## src/rtl/fft_ctrl_pkg.sv

```systemverilog
// Shared types and helpers for the parametrised FFT address sequencer.
package fft_ctrl_pkg;

   typedef enum logic [1:0] {IDLE, RUN, GAP} state_t;

   localparam int DEF_LOG2_N   = 11;
   localparam int DEF_PIPE_LAT = 5;

   function automatic int num_stages(input int log2_n);
      return log2_n / 2 + log2_n % 2;
   endfunction

   // Digit-sum bank map; odd sizes shift the digit grid up one bit and fold bit 0 in as weight 2.
   function automatic logic [1:0] bank_of(input logic [13:0] index, input int log2_n);
      logic [13:0] sh;
      logic [1:0]  sum;
      sh  = (log2_n % 2 == 1) ? (index >> 1) : index;
      sum = 2'd0;
      for (int k = 0; k < 7; k++) begin
         sum = sum + sh[2*k +: 2];
      end
      if ((log2_n % 2 == 1) && index[0]) begin
         sum = sum + 2'd2;
      end
      return sum;
   endfunction

endpackage

```

## src/rtl/fft_ctrl_delay.sv

```systemverilog
// Fixed-depth shift register carrying the read-side bus to the write ports.
module fft_ctrl_delay #(
   parameter int DEPTH = 5,
   parameter int W     = 1
) (
   input  logic         iCLK,
   input  logic         iRESET,
   input  logic         flush,
   input  logic [W-1:0] shift_data,
   output logic [W-1:0] delayed_data
);

   logic [W-1:0] tap [0:DEPTH];

   assign tap[0] = shift_data;

   for (genvar gi = 0; gi < DEPTH; gi++) begin : g_stage
      logic [W-1:0] data_reg;
      always_ff @(posedge iCLK) begin
         if (!iRESET || flush) begin
            data_reg <= '0;
         end else begin
            data_reg <= tap[gi];
         end
      end
      assign tap[gi+1] = data_reg;
   end

   assign delayed_data = tap[DEPTH];

endmodule

```

## src/rtl/fft_ctrl_param.sv

```systemverilog
// Mixed radix-4/radix-2 in-place FFT sequencer: per-leg bank addresses, twiddle index, write-back timing.
module fft_ctrl_param
   import fft_ctrl_pkg::*;
#(
   parameter int LOG2_N   = DEF_LOG2_N,
   parameter int PIPE_LAT = DEF_PIPE_LAT
) (
   input  logic                      iCLK,
   input  logic                      iRESET,
   input  logic                      iSTART,
   input  logic                      iABORT,
   input  logic                      iINVERSE,
   output logic                      oRD_EN,
   output logic [4*(LOG2_N-2)-1:0]   oADDR_RD,
   output logic [7:0]                oBANK_RD,
   output logic                      oWR_EN,
   output logic [4*(LOG2_N-2)-1:0]   oADDR_WR,
   output logic [7:0]                oBANK_WR,
   output logic [LOG2_N-3:0]         oADDR_COEF,
   output logic                      oBUT_TYPE,
   output logic [3:0]                oSTAGE,
   output logic                      oCONJ,
   output logic                      oRDY,
   output logic                      oDONE
);

   localparam int A      = LOG2_N - 2;
   localparam int STAGES = num_stages(LOG2_N);
   localparam int R4     = LOG2_N / 2;
   localparam int WR_W   = 1 + 4*A + 8;
   // The final gap is one cycle longer so oDONE follows the registered outputs.
   localparam logic [4:0] GAP_END  = 5'(PIPE_LAT);
   localparam logic [4:0] GAP_LAST = 5'(PIPE_LAT + 1);

   typedef logic [LOG2_N-1:0] idx_t;

   state_t       state_reg, state_next;
   logic [A-1:0] b_reg, b_next;
   logic [3:0]   stage_reg, stage_next;
   logic [4:0]   gap_reg, gap_next;
   logic         conj_reg, conj_next;
   logic         done_next, done_reg;
   logic         accept, kill, last_stage, is_r2;
   logic [4:0]   gap_limit;

   assign accept     = (state_reg == IDLE) && iSTART && !iABORT;
   assign kill       = (state_reg != IDLE) && iABORT;
   assign last_stage = (stage_reg == 4'(STAGES - 1));
   assign gap_limit  = last_stage ? GAP_LAST : GAP_END;
   assign is_r2      = (LOG2_N % 2 == 1) && (stage_reg == 4'(R4));

   always_comb begin
      state_next = state_reg;
      b_next     = b_reg;
      stage_next = stage_reg;
      gap_next   = gap_reg;
      conj_next  = conj_reg;
      done_next  = 1'b0;
      case (state_reg)
         IDLE: begin
            if (accept) begin
               state_next = RUN;
               b_next     = '0;
               stage_next = 4'd0;
               conj_next  = iINVERSE;
            end
         end
         RUN: begin
            if (b_reg == '1) begin
               state_next = GAP;
               gap_next   = 5'd0;
            end else begin
               b_next = b_reg + 1'b1;
            end
         end
         GAP: begin
            if (gap_reg == gap_limit) begin
               if (last_stage) begin
                  state_next = IDLE;
                  done_next  = 1'b1;
               end else begin
                  state_next = RUN;
                  stage_next = stage_reg + 4'd1;
                  b_next     = '0;
               end
            end else begin
               gap_next = gap_reg + 5'd1;
            end
         end
         default: state_next = IDLE;
      endcase
      if (kill) begin
         state_next = IDLE;
         done_next  = 1'b0;
      end
   end

   always_ff @(posedge iCLK) begin
      if (!iRESET) begin
         state_reg <= IDLE;
         b_reg     <= '0;
         stage_reg <= 4'd0;
         gap_reg   <= 5'd0;
         conj_reg  <= 1'b0;
      end else begin
         state_reg <= state_next;
         b_reg     <= b_next;
         stage_reg <= stage_next;
         gap_reg   <= gap_next;
         conj_reg  <= conj_next;
      end
   end

   // Radix-4 index: insert two zero bits at the span position of b, then OR in the leg number.
   logic [3:0]     span_sh;
   idx_t           b_ext, low_bits, base;
   idx_t           leg_idx [4];
   logic [4*A-1:0] addr_next;
   logic [7:0]     bank_next;
   logic [A-1:0]   coef_next;

   assign span_sh   = is_r2 ? 4'd0 : 4'(A - 2*int'(stage_reg));
   assign b_ext     = idx_t'(b_reg);
   assign low_bits  = b_ext & ((idx_t'(1) << span_sh) - idx_t'(1));
   assign base      = ((b_ext >> span_sh) << (span_sh + 4'd2)) | low_bits;
   assign coef_next = is_r2 ? '0 : A'(low_bits << {stage_reg, 1'b0});

   for (genvar gi = 0; gi < 4; gi++) begin : g_leg
      assign leg_idx[gi] = is_r2 ? {b_reg, 2'(gi)} : (base | (idx_t'(gi) << span_sh));
      assign addr_next[gi*A +: A]  = leg_idx[gi][LOG2_N-1:2];
      assign bank_next[2*gi +: 2]  = bank_of(14'(leg_idx[gi]), LOG2_N);
   end

   logic           rd_en_reg, but_type_reg;
   logic [4*A-1:0] addr_rd_reg;
   logic [7:0]     bank_rd_reg;
   logic [A-1:0]   coef_reg;
   logic [3:0]     stage_out_reg;

   always_ff @(posedge iCLK) begin
      if (!iRESET) begin
         rd_en_reg     <= 1'b0;
         addr_rd_reg   <= '0;
         bank_rd_reg   <= '0;
         coef_reg      <= '0;
         but_type_reg  <= 1'b0;
         stage_out_reg <= 4'd0;
         done_reg      <= 1'b0;
      end else begin
         rd_en_reg <= (state_reg == RUN) && !iABORT;
         done_reg  <= done_next;
         if (state_reg == RUN) begin
            addr_rd_reg   <= addr_next;
            bank_rd_reg   <= bank_next;
            coef_reg      <= coef_next;
            but_type_reg  <= is_r2;
            stage_out_reg <= stage_reg;
         end
      end
   end

   logic [WR_W-1:0] wr_bus;

   fft_ctrl_delay #(
      .DEPTH (PIPE_LAT),
      .W     (WR_W)
   ) u_delay (
      .iCLK         (iCLK),
      .iRESET       (iRESET),
      .flush        (kill),
      .shift_data   ({rd_en_reg, addr_rd_reg, bank_rd_reg}),
      .delayed_data (wr_bus)
   );

   assign {oWR_EN, oADDR_WR, oBANK_WR} = wr_bus;
   assign oRD_EN     = rd_en_reg;
   assign oADDR_RD   = addr_rd_reg;
   assign oBANK_RD   = bank_rd_reg;
   assign oADDR_COEF = coef_reg;
   assign oBUT_TYPE  = but_type_reg;
   assign oSTAGE     = stage_out_reg;
   assign oCONJ      = conj_reg;
   assign oRDY       = (state_reg == IDLE);
   assign oDONE      = done_reg;

endmodule

```

## config.mk

```make
export PLATFORM = sky130hd
export DESIGN_NAME = fft_ctrl_param
export DESIGN_NICKNAME = d
export VERILOG_FILES = /design/src/rtl/fft_ctrl_pkg.sv /design/src/rtl/fft_ctrl_delay.sv /design/src/rtl/fft_ctrl_param.sv
export SDC_FILE = /design/constraint.sdc
export NUM_CORES = 1
export LEC_CHECK = 0
export ABC_AREA = 1
export BUFFER_PORTS_ARGS = -buffer_cell sky130_fd_sc_hd__buf_2
export CORE_MARGIN = 3
export CORE_UTILIZATION = 46
export DETAILED_ROUTE_END_ITERATION = 12
export GPL_TIMING_DRIVEN = 0
export PLACE_DENSITY_LB_ADDON = 0.05
export SLEW_MARGIN = 10
export SYNTH_ARGS = -nofsm -noshare
export SYNTH_HDL_FRONTEND = slang
export SYNTH_SLANG_ARGS = --single-unit
```

## constraint.sdc

```tcl
create_clock -name iCLK -period 5.47 [get_ports iCLK]
set_input_delay 0.2735 -clock iCLK [delete_from_list [all_inputs] [get_ports iCLK]]
set_output_delay 0.2735 -clock iCLK [all_outputs]
set_load 0.005 [all_outputs]
```

Word-level counts from Yosys, hierarchy flattened
Index checks and enable logic that the tools add are counted.
{ "op_classes": {"n_addsub": 26, "n_eq_ne": 11, "shift": 7, "muxes": 29, "bitwise_logic": 9, "n_reduce_logical": 19} }
{ "ops": {"columns": ["cell", "count"], "rows": [
  ["11-bit OR", 5],
  ["9-bit 2-to-1 mux", 5],
  ["11-bit 2-to-1 mux", 4],
  ["2-bit adder", 16],
  ["9-bit one-hot mux with 3 select lines", 1],
  ["1-bit by 4-bit << shifter with 11-bit output (first input constant)", 2],
  ["2-bit by 4-bit << shifter with 11-bit output (first input constant)", 2],
  ["2-bit 2-to-1 mux", 8],
  ["4-bit 2-to-1 mux", 4],
  ["9-bit by 11-bit AND with 11-bit output", 1],
  ["11-bit by 4-bit << shifter with 11-bit output", 1],
  ["11-bit by 5-bit << shifter with 9-bit output", 1],
  ["9-bit by 4-bit >> shifter with 11-bit output", 1],
  ["11-bit by 1-bit subtractor with 11-bit output (second input constant)", 1],
  ["5-bit 2-to-1 mux", 2],
  ["2-bit != test (second input constant)", 5],
  ["5-bit one-hot mux with 2 select lines", 1],
  ["9-bit by 1-bit adder with 9-bit output (second input constant)", 1],
  ["9-bit equality test (second input constant)", 1],
  ["2-bit adder (second input constant)", 4],
  ["4-bit one-hot mux with 2 select lines", 1],
  ["2-bit one-hot mux with 3 select lines", 1],
  ["3-bit AND reduction", 2],
  ["2-bit nonzero test", 3],
  ["other kinds (21)", 28]
]} }
{ "totals": {"register_bits": 306, "in_bits": 5, "word_cells": 118} }

Logic depth before layout (Yosys ltp)
Gate-level depths: netlist (run 1).
{ "logic_depth": {"word_depth": 14, "depth_mapped": 32, "ltp_nobuf": 31} }

Modules after synthesis
A second synthesis (run 1) with hierarchy kept.
{ "unflattened": {"cells_unflattened": 1427, "hier_area_um2": 11274.6} }
{ "by_module_without_submodules": {"columns": ["mod", "instances", "cells_per_inst", "area_per_inst_um2", "seq_area_each_um2"], "rows": [
  ["fft_ctrl_delay", 1, 701, 6384.9, 4504.3],
  ["fft_ctrl_param", 1, 726, 4889.7, 1541.5]
]} }

Worst setup path after synthesis (run 1)
No wires, ideal clock.
{ "synth_timing": {"path_kind": "register to register", "startpoint": "register stage_reg[1]", "endpoint": "register bank_rd_reg[7], in the netlist oBANK_RD[7]", "setup_time_ns": 0.109, "arrival_time_ns": 4.721, "setup_slack_ns": 0.640, "stages_incl_launch_ff": 29, "n_path_buf": 3, "path_cell_list": "dfxtp_1 > inv_1 > clkbuf_1 > ha_1 > nand3_4 > buf_12 > nand2_4 > buf_4 > ha_1 > inv_1 > nor2_1 > nand3_1 > o211ai_2 > nand2_1 > nand2_2 > a31oi_1 > fa_1 > fa_1 > fa_1 > xor2_1 > xor2_1 > inv_1 > nand3_1 > nand2_1 > inv_1 > nand3_1 > nand3_1 > nand2_1 > inv_1"} }
{ "synth_between": {"elab_chain_len": 14, "elab_cells_between_ends": 19} }
{ "synth_rtl": {"columns": ["item", "line_no", "text"], "rows": [
  ["from (decl)", "fft_ctrl_param.sv:39", "logic [3:0] stage_reg, stage_next;"],
  ["from (signal assigned)", "fft_ctrl_param.sv:108", "stage_reg <= stage_next;"],
  ["4-bit subtractor or 4-bit by 3-bit equality test with 1-bit output (tied branches)", "fft_ctrl_param.sv:122, fft_ctrl_param.sv:50", null],
  ["4-bit 2-to-1 mux", "fft_ctrl_param.sv:122", "assign span_sh = is_r2 ? 4'd0 : 4'(A - 2*int'(stage_reg));"],
  ["1-bit by 4-bit << shifter with 11-bit output", "fft_ctrl_param.sv:124", "assign low_bits = b_ext & ((idx_t'(1) << span_sh) - idx_t'(1));"],
  ["11-bit by 1-bit subtractor with 11-bit output", "fft_ctrl_param.sv:124", null],
  ["9-bit by 11-bit AND with 11-bit output", "fft_ctrl_param.sv:124", null],
  ["11-bit OR", "fft_ctrl_param.sv:125", "assign base = ((b_ext >> span_sh) << (span_sh + 4'd2)) | low_bits;"],
  ["11-bit OR", "fft_ctrl_param.sv:129", "assign leg_idx[gi] = is_r2 ? {b_reg, 2'(gi)} : (base | (idx_t'(gi) << span_sh));"],
  ["11-bit 2-to-1 mux *", "fft_ctrl_param.sv:129", null],
  ["2-bit adder (4 in series)", "fft_ctrl_pkg.sv:20", "sum = sum + sh[2*k +: 2];"],
  ["2-bit adder", "fft_ctrl_pkg.sv:23", "sum = sum + 2'd2;"],
  ["2-bit 2-to-1 mux *", "fft_ctrl_pkg.sv:22", "if ((log2_n % 2 == 1) && index[0]) begin"],
  ["to (signal assigned)", "fft_ctrl_param.sv:154", "bank_rd_reg <= bank_next;"],
  ["to (decl)", "fft_ctrl_param.sv:136", "logic [7:0] bank_rd_reg;"]
]} }
Every way passes the cells marked *; elsewhere a longest branch is shown, timed or not.
A chain may end at the register's enable or synchronous reset.

Final worst setup path (run 1)
{ "layout_timing": {"startpoint": "register stage_reg[1]", "endpoint": "register bank_rd_reg[3], in the netlist oBANK_RD[3]"} }
{ "layout_between": {"elab_chain_len": 14, "elab_cells_between_ends": 18} }
{ "layout_rtl": {"columns": ["item", "line_no"], "rows": [
  ["4-bit subtractor or 4-bit by 3-bit equality test with 1-bit output (tied branches)", "fft_ctrl_param.sv:122, fft_ctrl_param.sv:50"],
  ["4-bit 2-to-1 mux", "fft_ctrl_param.sv:122"],
  ["1-bit by 4-bit << shifter with 11-bit output", "fft_ctrl_param.sv:124, fft_ctrl_param.sv:129"],
  ["11-bit by 1-bit subtractor with 11-bit output", "fft_ctrl_param.sv:124"],
  ["9-bit by 11-bit AND with 11-bit output", "fft_ctrl_param.sv:124"],
  ["11-bit OR", "fft_ctrl_param.sv:125"],
  ["11-bit OR", "fft_ctrl_param.sv:129"],
  ["11-bit 2-to-1 mux *", "fft_ctrl_param.sv:129"],
  ["2-bit adder (4 in series)", "fft_ctrl_pkg.sv:20"],
  ["2-bit adder", "fft_ctrl_pkg.sv:23"],
  ["2-bit 2-to-1 mux *", "fft_ctrl_pkg.sv:22"]
]} }
Marks and branches as above.

==> results of run 1 <==
==> layout make-up <==
| class | instances | share of cell area [%] |
|---|---|---|
| repair buffers | 114 | 4.59 |
| multi-input cells | 716 | 28.2 |
| flip-flops and latches | 288 | 45.3 |
| inverters | 302 | 8.94 |
| well taps | 313 | 3.07 |
| clock inverters | 8 | 0.687 |
| clock buffers | 43 | 6.58 |
| plain buffers | 56 | 2.69 |
==> worst register-to-register path, cell delays in order (launching register included) <==
cell	delay, ns
dfxtp_4	0.43
clkinvlp_4	0.16
ha_1	0.27
nand3_4	0.12
buf_12	0.15
buf_6	0.16
buf_6	0.16
clkbuf_8	0.20
clkbuf_4	0.24
ha_1	0.26
nor2_2	0.22
a21oi_1	0.12
a21oi_1	0.22
fa_1	0.46
inv_1	0.08
fa_1	0.43
fa_1	0.44
xor2_2	0.19
xor2_1	0.22
nand3_1	0.10
nand2_1	0.09
inv_1	0.04
nand2_1	0.04
nand3_1	0.13
nand2_1	0.09
inv_1	0.03
==> cells in the mapped netlist (all sizes together) <==
master / count / area, sq um
inv: 301 / 1130
dlymetal6s2s: 1 / 12.5
xor2: 8 / 70.1
dfxtp: 288 / 5770
o32ai: 1 / 8.76
nor3: 12 / 60.1
a31oi: 2 / 12.5
clkinv: 1 / 3.75
nand2: 206 / 826
nor4: 2 / 18.8
a211oi: 9 / 67.6
nor2: 254 / 986
o22ai: 1 / 12.5
clkbuf: 35 / 141
a21oi: 73 / 373
o21bai: 1 / 7.51
o221ai: 3 / 26.3
or2: 2 / 12.5
ha: 12 / 150
buf: 19 / 164
dlygate4sd1: 2 / 17.5
o21ai: 37 / 196
fa: 12 / 240
nand4: 14 / 87.6
nor3b: 2 / 26.3
xnor2: 3 / 26.3
nand3: 59 / 328
o211ai: 3 / 27.5
==> repair_timing <==
| action | 4_1_cts | 5_1_grt |
|---|---|---|
| endpoints found under the hold margin | 2 | 0 |
| setup endpoints to repair | 4 | 4 |
| setup buffers | 2 | 0 |
| gates cloned | 0 | 0 |
| hold buffers | 2 | 0 |
| resized for setup | 8 | 11 |
==> worst min path at each step <==
stage / startpoint / end / depth (start not counted) / slack (ns)
finish: iRESET / stage_reg[2] / 3 / 0.14
global route: iSTART / oCONJ / 3 / 0.13
CTS: iSTART / oCONJ / 3 / 0.10
detailed placement: u_delay.g_stage[2].data_reg[35] / u_delay.g_stage[3].data_reg[35] / 2 / 0.40
global placement: u_delay.g_stage[0].data_reg[44] / u_delay.g_stage[1].data_reg[44] / 2 / 0.39
floorplan: iABORT / oRD_EN / 1 / 0.35
==> metrics by stage <==
stage	setup slack (ns)	total power (uW)	hold slack, ns	cell area, sq um	setup TNS, ns
2_1_floorplan	0.640	2570	0.353	10800	0
3_3_place_gp	-0.673	2750	0.394	11700	-1.92
3_5_place_dp	-0.663	2750	0.397	11700	-1.92
4_1_cts	0.0720	4670	0.102	12700	0
5_1_grt	0.00451	4830	0.130	12700	0
6_report	0.301	4610	0.136	12700	0
==> power groups by stage <==
stage	clock (uW)	sequential (uW)	combinational, uW
final	1910	2210	493
after global routing	2050	2220	560
after CTS	1960	2210	498
after detailed placement	0	2260	495
after global placement	0	2260	488
after floorplan	0	2250	323
==> cells by family (layout without fill, tap and decap cells) <==
| family | Yosys count | after routing |
|---|---|---|
| buffers and inverters | 359 | 523 |
| AOI/OAI and AO/OA | 130 | 130 |
| adders and majority gates | 24 | 24 |
| DFF | 288 | 288 |
| and+or+nand+nor | 551 | 551 |
| xor gates and xnor gates | 11 | 11 |
==> routing by layer <==
layer	GRT usage, %	vias to the layer above	share of wire, %
li1	-	4339	-
met1	27.9	3737	47
met2	34.3	207	45
met3	2.89	43	4.3
met4	6.69	0	3.2
met5	0	-	0
==> flow_metrics.env, run 1 <==
export IMPL_status="completed"
export IMPL_grt_pass1_wl_microns=42000
export IMPL_fmax_mhz=193
export IMPL_cp_arrival_ns=5.62
export IMPL_ys_types=46
export IMPL_utilization_pct=55.8
export IMPL_fillCellCount=2223
export IMPL_cp_slowest_cell="fa_1"
export IMPL_r2r_start="stage_reg[1]"
export IMPL_synth_compound_area_share_pct=6.78
export IMPL_layout_cells_most_common="inv_1"
export IMPL_cp_endpoint="oBANK_RD[3]"
export IMPL_skew_ns=0.0119
export IMPL_start_util_pct=47.3
export IMPL_hpwl_microns=19600
export IMPL_synthAdderAreaFrac_pct=3.61
export IMPL_io_buffers=110
export IMPL_start_kind="register"
export IMPL_grt_pass1_vias=7860
export IMPL_dieWidth_microns=159
export IMPL_endpoint_kind="register"
export IMPL_p_switching_uw=1170
export IMPL_power_density_nw_per_um2=362
export IMPL_fp_row_count=55
export IMPL_drv_cap=0
export IMPL_clockBufferDepth=3
export IMPL_internal_power_uw=3440
export IMPL_drc=0
export IMPL_hold_violations=0
export IMPL_synth_fp_nets=1392
export IMPL_period_needed_ns=5.17
export IMPL_dr_first_iter_drc_count=551
export IMPL_postSynthCellCount=1363
export IMPL_clock_latency_ns=0.55
export IMPL_avgSynthCellArea_sq_um=7.92
export IMPL_cts_buffers=29
export IMPL_p_clk_share_pct=41.4
export IMPL_synth_mux_area_share_pct=0
export IMPL_cp_top_family="adder cells"
export IMPL_synthSimpleGateAreaFrac_pct=21.7
export IMPL_nets=1536
export IMPL_track_usage_pct=20.6
export IMPL_cp_num_buf_inv=9
export IMPL_crit_fanout=10
export IMPL_peakVddDrop_mv=0.210
export IMPL_io_pins=112
export IMPL_grt_max_degree=16
export IMPL_cts_root_buf="clkbuf_16"
export IMPL_layout_common_cells="inv_1, dfxtp_1, nor2_1"
export IMPL_fin_crit_sh_pct=94.5
export IMPL_cts_sinks=288
export IMPL_max_stage_delay_ns=0.46
export IMPL_cts_max_level=1
export IMPL_synth_xor_xnor_area_share_pct=0.892
export IMPL_multi_input_area_sq_um=3590
export IMPL_rsz0062_at_grt="no"
export IMPL_synth_top_family_by_area="simple AND/OR/NAND/NOR gates"
export IMPL_wire_per_inst_microns=14.3
export IMPL_r2r_slack_ns=0.30
export IMPL_relSlewSlack_pct=34.1
export IMPL_swShare_pct=25.5
export IMPL_cp_data_required_time_ns=5.92
export IMPL_ff2ff_path_depth=25
export IMPL_largest_reg_flops=168
export IMPL_seq_area_frac_synth_pct=53.4
export IMPL_gp_congestion=0.924
export IMPL_drt_wl_total_microns=26300
export IMPL_min_path_type="input port to register"
export IMPL_ys_ff_latch=288
export IMPL_p_leak_uw=0.00549
export IMPL_grt_overflow=0
export IMPL_syn_to_final_growth_pct=18.0
export IMPL_syn_cell_area_sq_um=10800
export IMPL_chipHeight_microns=159
export IMPL_dp_cells=1786
export IMPL_finalSetupViolations=0
export IMPL_clk_pin_slew_ns=0.07
export IMPL_viasPerCell=4.53
export IMPL_dr_pass1_iters=5
export IMPL_regToRegEndpoint="oBANK_RD[3]"
export IMPL_worstMarginPinSlew_ns=0.988
export IMPL_startpoint="stage_reg[1]"
export IMPL_vias=8326
export IMPL_seq_power_share_pct=47.9
export IMPL_fin_cells=1840
export IMPL_antenna_found_initial=0
export IMPL_n_antenna_cell=0
export IMPL_cts_tree="done"
export IMPL_dieArea_sq_um=25400
export IMPL_pwr_share_comb_pct=10.7
export IMPL_fp_coreArea_sq_um=22800
export IMPL_worstSetupPathType="register to register"
export IMPL_yosys_warnings=0
export IMPL_cp_depth=25
export IMPL_drive_gt1_share_pct=15.0
export IMPL_final_max_slew_viol_count=0
export IMPL_ant_nets=0
export IMPL_seq_area_sq_um=5770
Power figures use the tool's default switching activity.
==> run 2, diff against run 1 <==
CORE_ASPECT_RATIO = 1.1   (was not set)
==> run 2 against run 1 <==
- total power is 2.5% lower
- design area is 0.39% lower
- sequential share of layout area is 0.20 points higher
- clock power is 6% lower
- maximum frequency is 0.24% lower
- setup slack worse by 0.012 ns
- hold slack worse by 0.099 ns
- clock skew is 0.0029 ns lower
- non-clock buffer count is 3 higher
- sequential cell count stayed put
- critical path type unchanged
- largest cell class unchanged
- largest power group unchanged
==> flow_metrics.env, run 2 (same netlist as run 1, synthesis figures left out) <==
export IMPL_skew_ns=0.00903
export IMPL_fmax_mhz=193
export IMPL_cp_slowest_cell="fa_1"
export IMPL_viasPerCell=4.49
export IMPL_clockBufferDepth=3
export IMPL_endpoint_kind="register"
export IMPL_cts_tree="done"
export IMPL_grt_overflow=0
export IMPL_hold_violations=0
export IMPL_min_path_type="input port to register"
export IMPL_vias=8203
export IMPL_n_antenna_cell=0
export IMPL_start_util_pct=46.9
export IMPL_finalSetupViolations=0
export IMPL_status="completed"
export IMPL_largest_reg_flops=168
export IMPL_dr_pass1_iters=5
export IMPL_period_needed_ns=5.18
export IMPL_clock_latency_ns=0.53
export IMPL_fillCellCount=2219
export IMPL_final_max_slew_viol_count=0
export IMPL_dieWidth_microns=152
export IMPL_rsz0062_at_grt="no"
export IMPL_startpoint="stage_reg[1]"
export IMPL_cts_max_level=1
export IMPL_tns_ns=0
export IMPL_peakVddDrop_mv=0.225
export IMPL_r2r_slack_ns=0.29
export IMPL_grt_pass1_vias=8035
export IMPL_io_buffers=110
export IMPL_p_leak_uw=0.00546
export IMPL_grt_pass1_wl_microns=42100
export IMPL_syn_to_final_growth_pct=17.5
export IMPL_relSlewSlack_pct=38.9
export IMPL_clk_pin_slew_ns=0.06
export IMPL_cts_buffers=28
export IMPL_drc=0
export IMPL_gp_congestion=0.939
export IMPL_start_kind="register"
export IMPL_layout_common_cells="inv_1, dfxtp_1, nor2_1"
export IMPL_place_ws_ns=-0.643
export IMPL_setup_ws_ns=0.289
export IMPL_hpwl_microns=19900
export IMPL_crit_fanout=10
export IMPL_worstSetupPathType="register to register"
export IMPL_drive_gt1_share_pct=14.9
export IMPL_r2r_start="stage_reg[1]"
export IMPL_dr_first_iter_drc_count=401
export IMPL_cts_root_buf="clkbuf_16"
export IMPL_grt_max_degree=15
export IMPL_max_stage_delay_ns=0.56
export IMPL_track_usage_pct=20.6
export IMPL_power_density_nw_per_um2=354
export IMPL_layout_cells_most_common="inv_1"
export IMPL_cpMostUsedCell="nand2_1"
export IMPL_dieArea_sq_um=25400
export IMPL_ant_nets=0
export IMPL_fp_row_count=58
export IMPL_worstMarginPinSlew_ns=0.907
export IMPL_cts_sinks=288
export IMPL_cp_num_buf_inv=9
export IMPL_wire_per_inst_microns=14.4
export IMPL_cp_data_required_time_ns=5.91
export IMPL_cp_arrival_ns=5.62
export IMPL_fin_crit_sh_pct=94.7
export IMPL_io_pins=112
export IMPL_nets=1538
export IMPL_min_from="iINVERSE"
export IMPL_drt_wl_total_microns=26300
export IMPL_fp_coreArea_sq_um=23000
export IMPL_antenna_found_initial=0
export IMPL_drv_cap=0
export IMPL_chipHeight_microns=167
export IMPL_cp_top_family="adder cells"
==> run 2: area by class of cell <==
type	count	area (sq um)	share of cell area, %
Buffer	56	339	2.67
Clock buffer	42	793	6.25
Clock inverter	5	67.6	0.532
Inverter	302	1140	8.98
Multi-Input combinational cell	716	3600	28.4
Sequential cell	288	5770	45.5
Tap cell	300	375	2.96
Timing Repair Buffer	117	606	4.77
==> run 2: report_power, final <==
| group | switching [uW] | leakage [uW] | internal [uW] | total (uW) |
|---|---|---|---|---|
| registers | 47.2 | 0.00233 | 2170 | 2210 |
| clock network | 756 | 0.000415 | 1040 | 1800 |
| logic | 323 | 0.00272 | 164 | 488 |
| total | 1130 | 0.00546 | 3370 | 4500 |
==> run 2: worst reg2reg max path, delay by kind of cell (launching register included) <==
kind	cells	cell delay, ns
fa+ha+maj	5	1.93
simple gates	13	1.20
xor+xnor	2	0.39
compound gates	1	0.10
buf+inv	9	1.02
flops	1	0.42
==> run 2: final timing paths <==
check | end | cells after the start
worst max-delay path | oBANK_RD[3] | 30
worst min register to register | u_delay.g_stage[2].data_reg[25] | 2
worst min-delay path | oCONJ | 3
worst max register to register | oBANK_RD[3] | 30
==> run 2: timing repair <==
item / 4_1_cts / 5_1_grt
hold endpoints to repair: 1 / 0
pin swaps: 0 / 1
setup buffers: 3 / 3
endpoints found under the setup margin: 4 / 4
hold buffers: 1 / 0
resized for setup: 10 / 11
==> run 2: through the flow <==
stage | hold slack [ns] | util [%] | cell area [sq um] | instances | total power, uW
CTS | 0.0111 | 54.9 | 12600 | 1823 | 4560
global placement | 0.395 | 51.0 | 11700 | 1773 | 2740
global route | 0.0553 | 55.2 | 12700 | 1826 | 4710
detailed placement | 0.397 | 51.0 | 11700 | 1773 | 2750
floorplan | 0.353 | - | 10800 | 1363 | 2570
finish | 0.0372 | 55.2 | 12700 | 1826 | 4500
==> run 2: layer usage <==
metal  vias up  track usage (%)  share of wire [%]
li1       4346                -                  -
met1      3643             23.2                 41
met5         -                0                  0
met3        55             2.68                3.5
met2       159             39.1                 52
met4         0             8.05                3.7
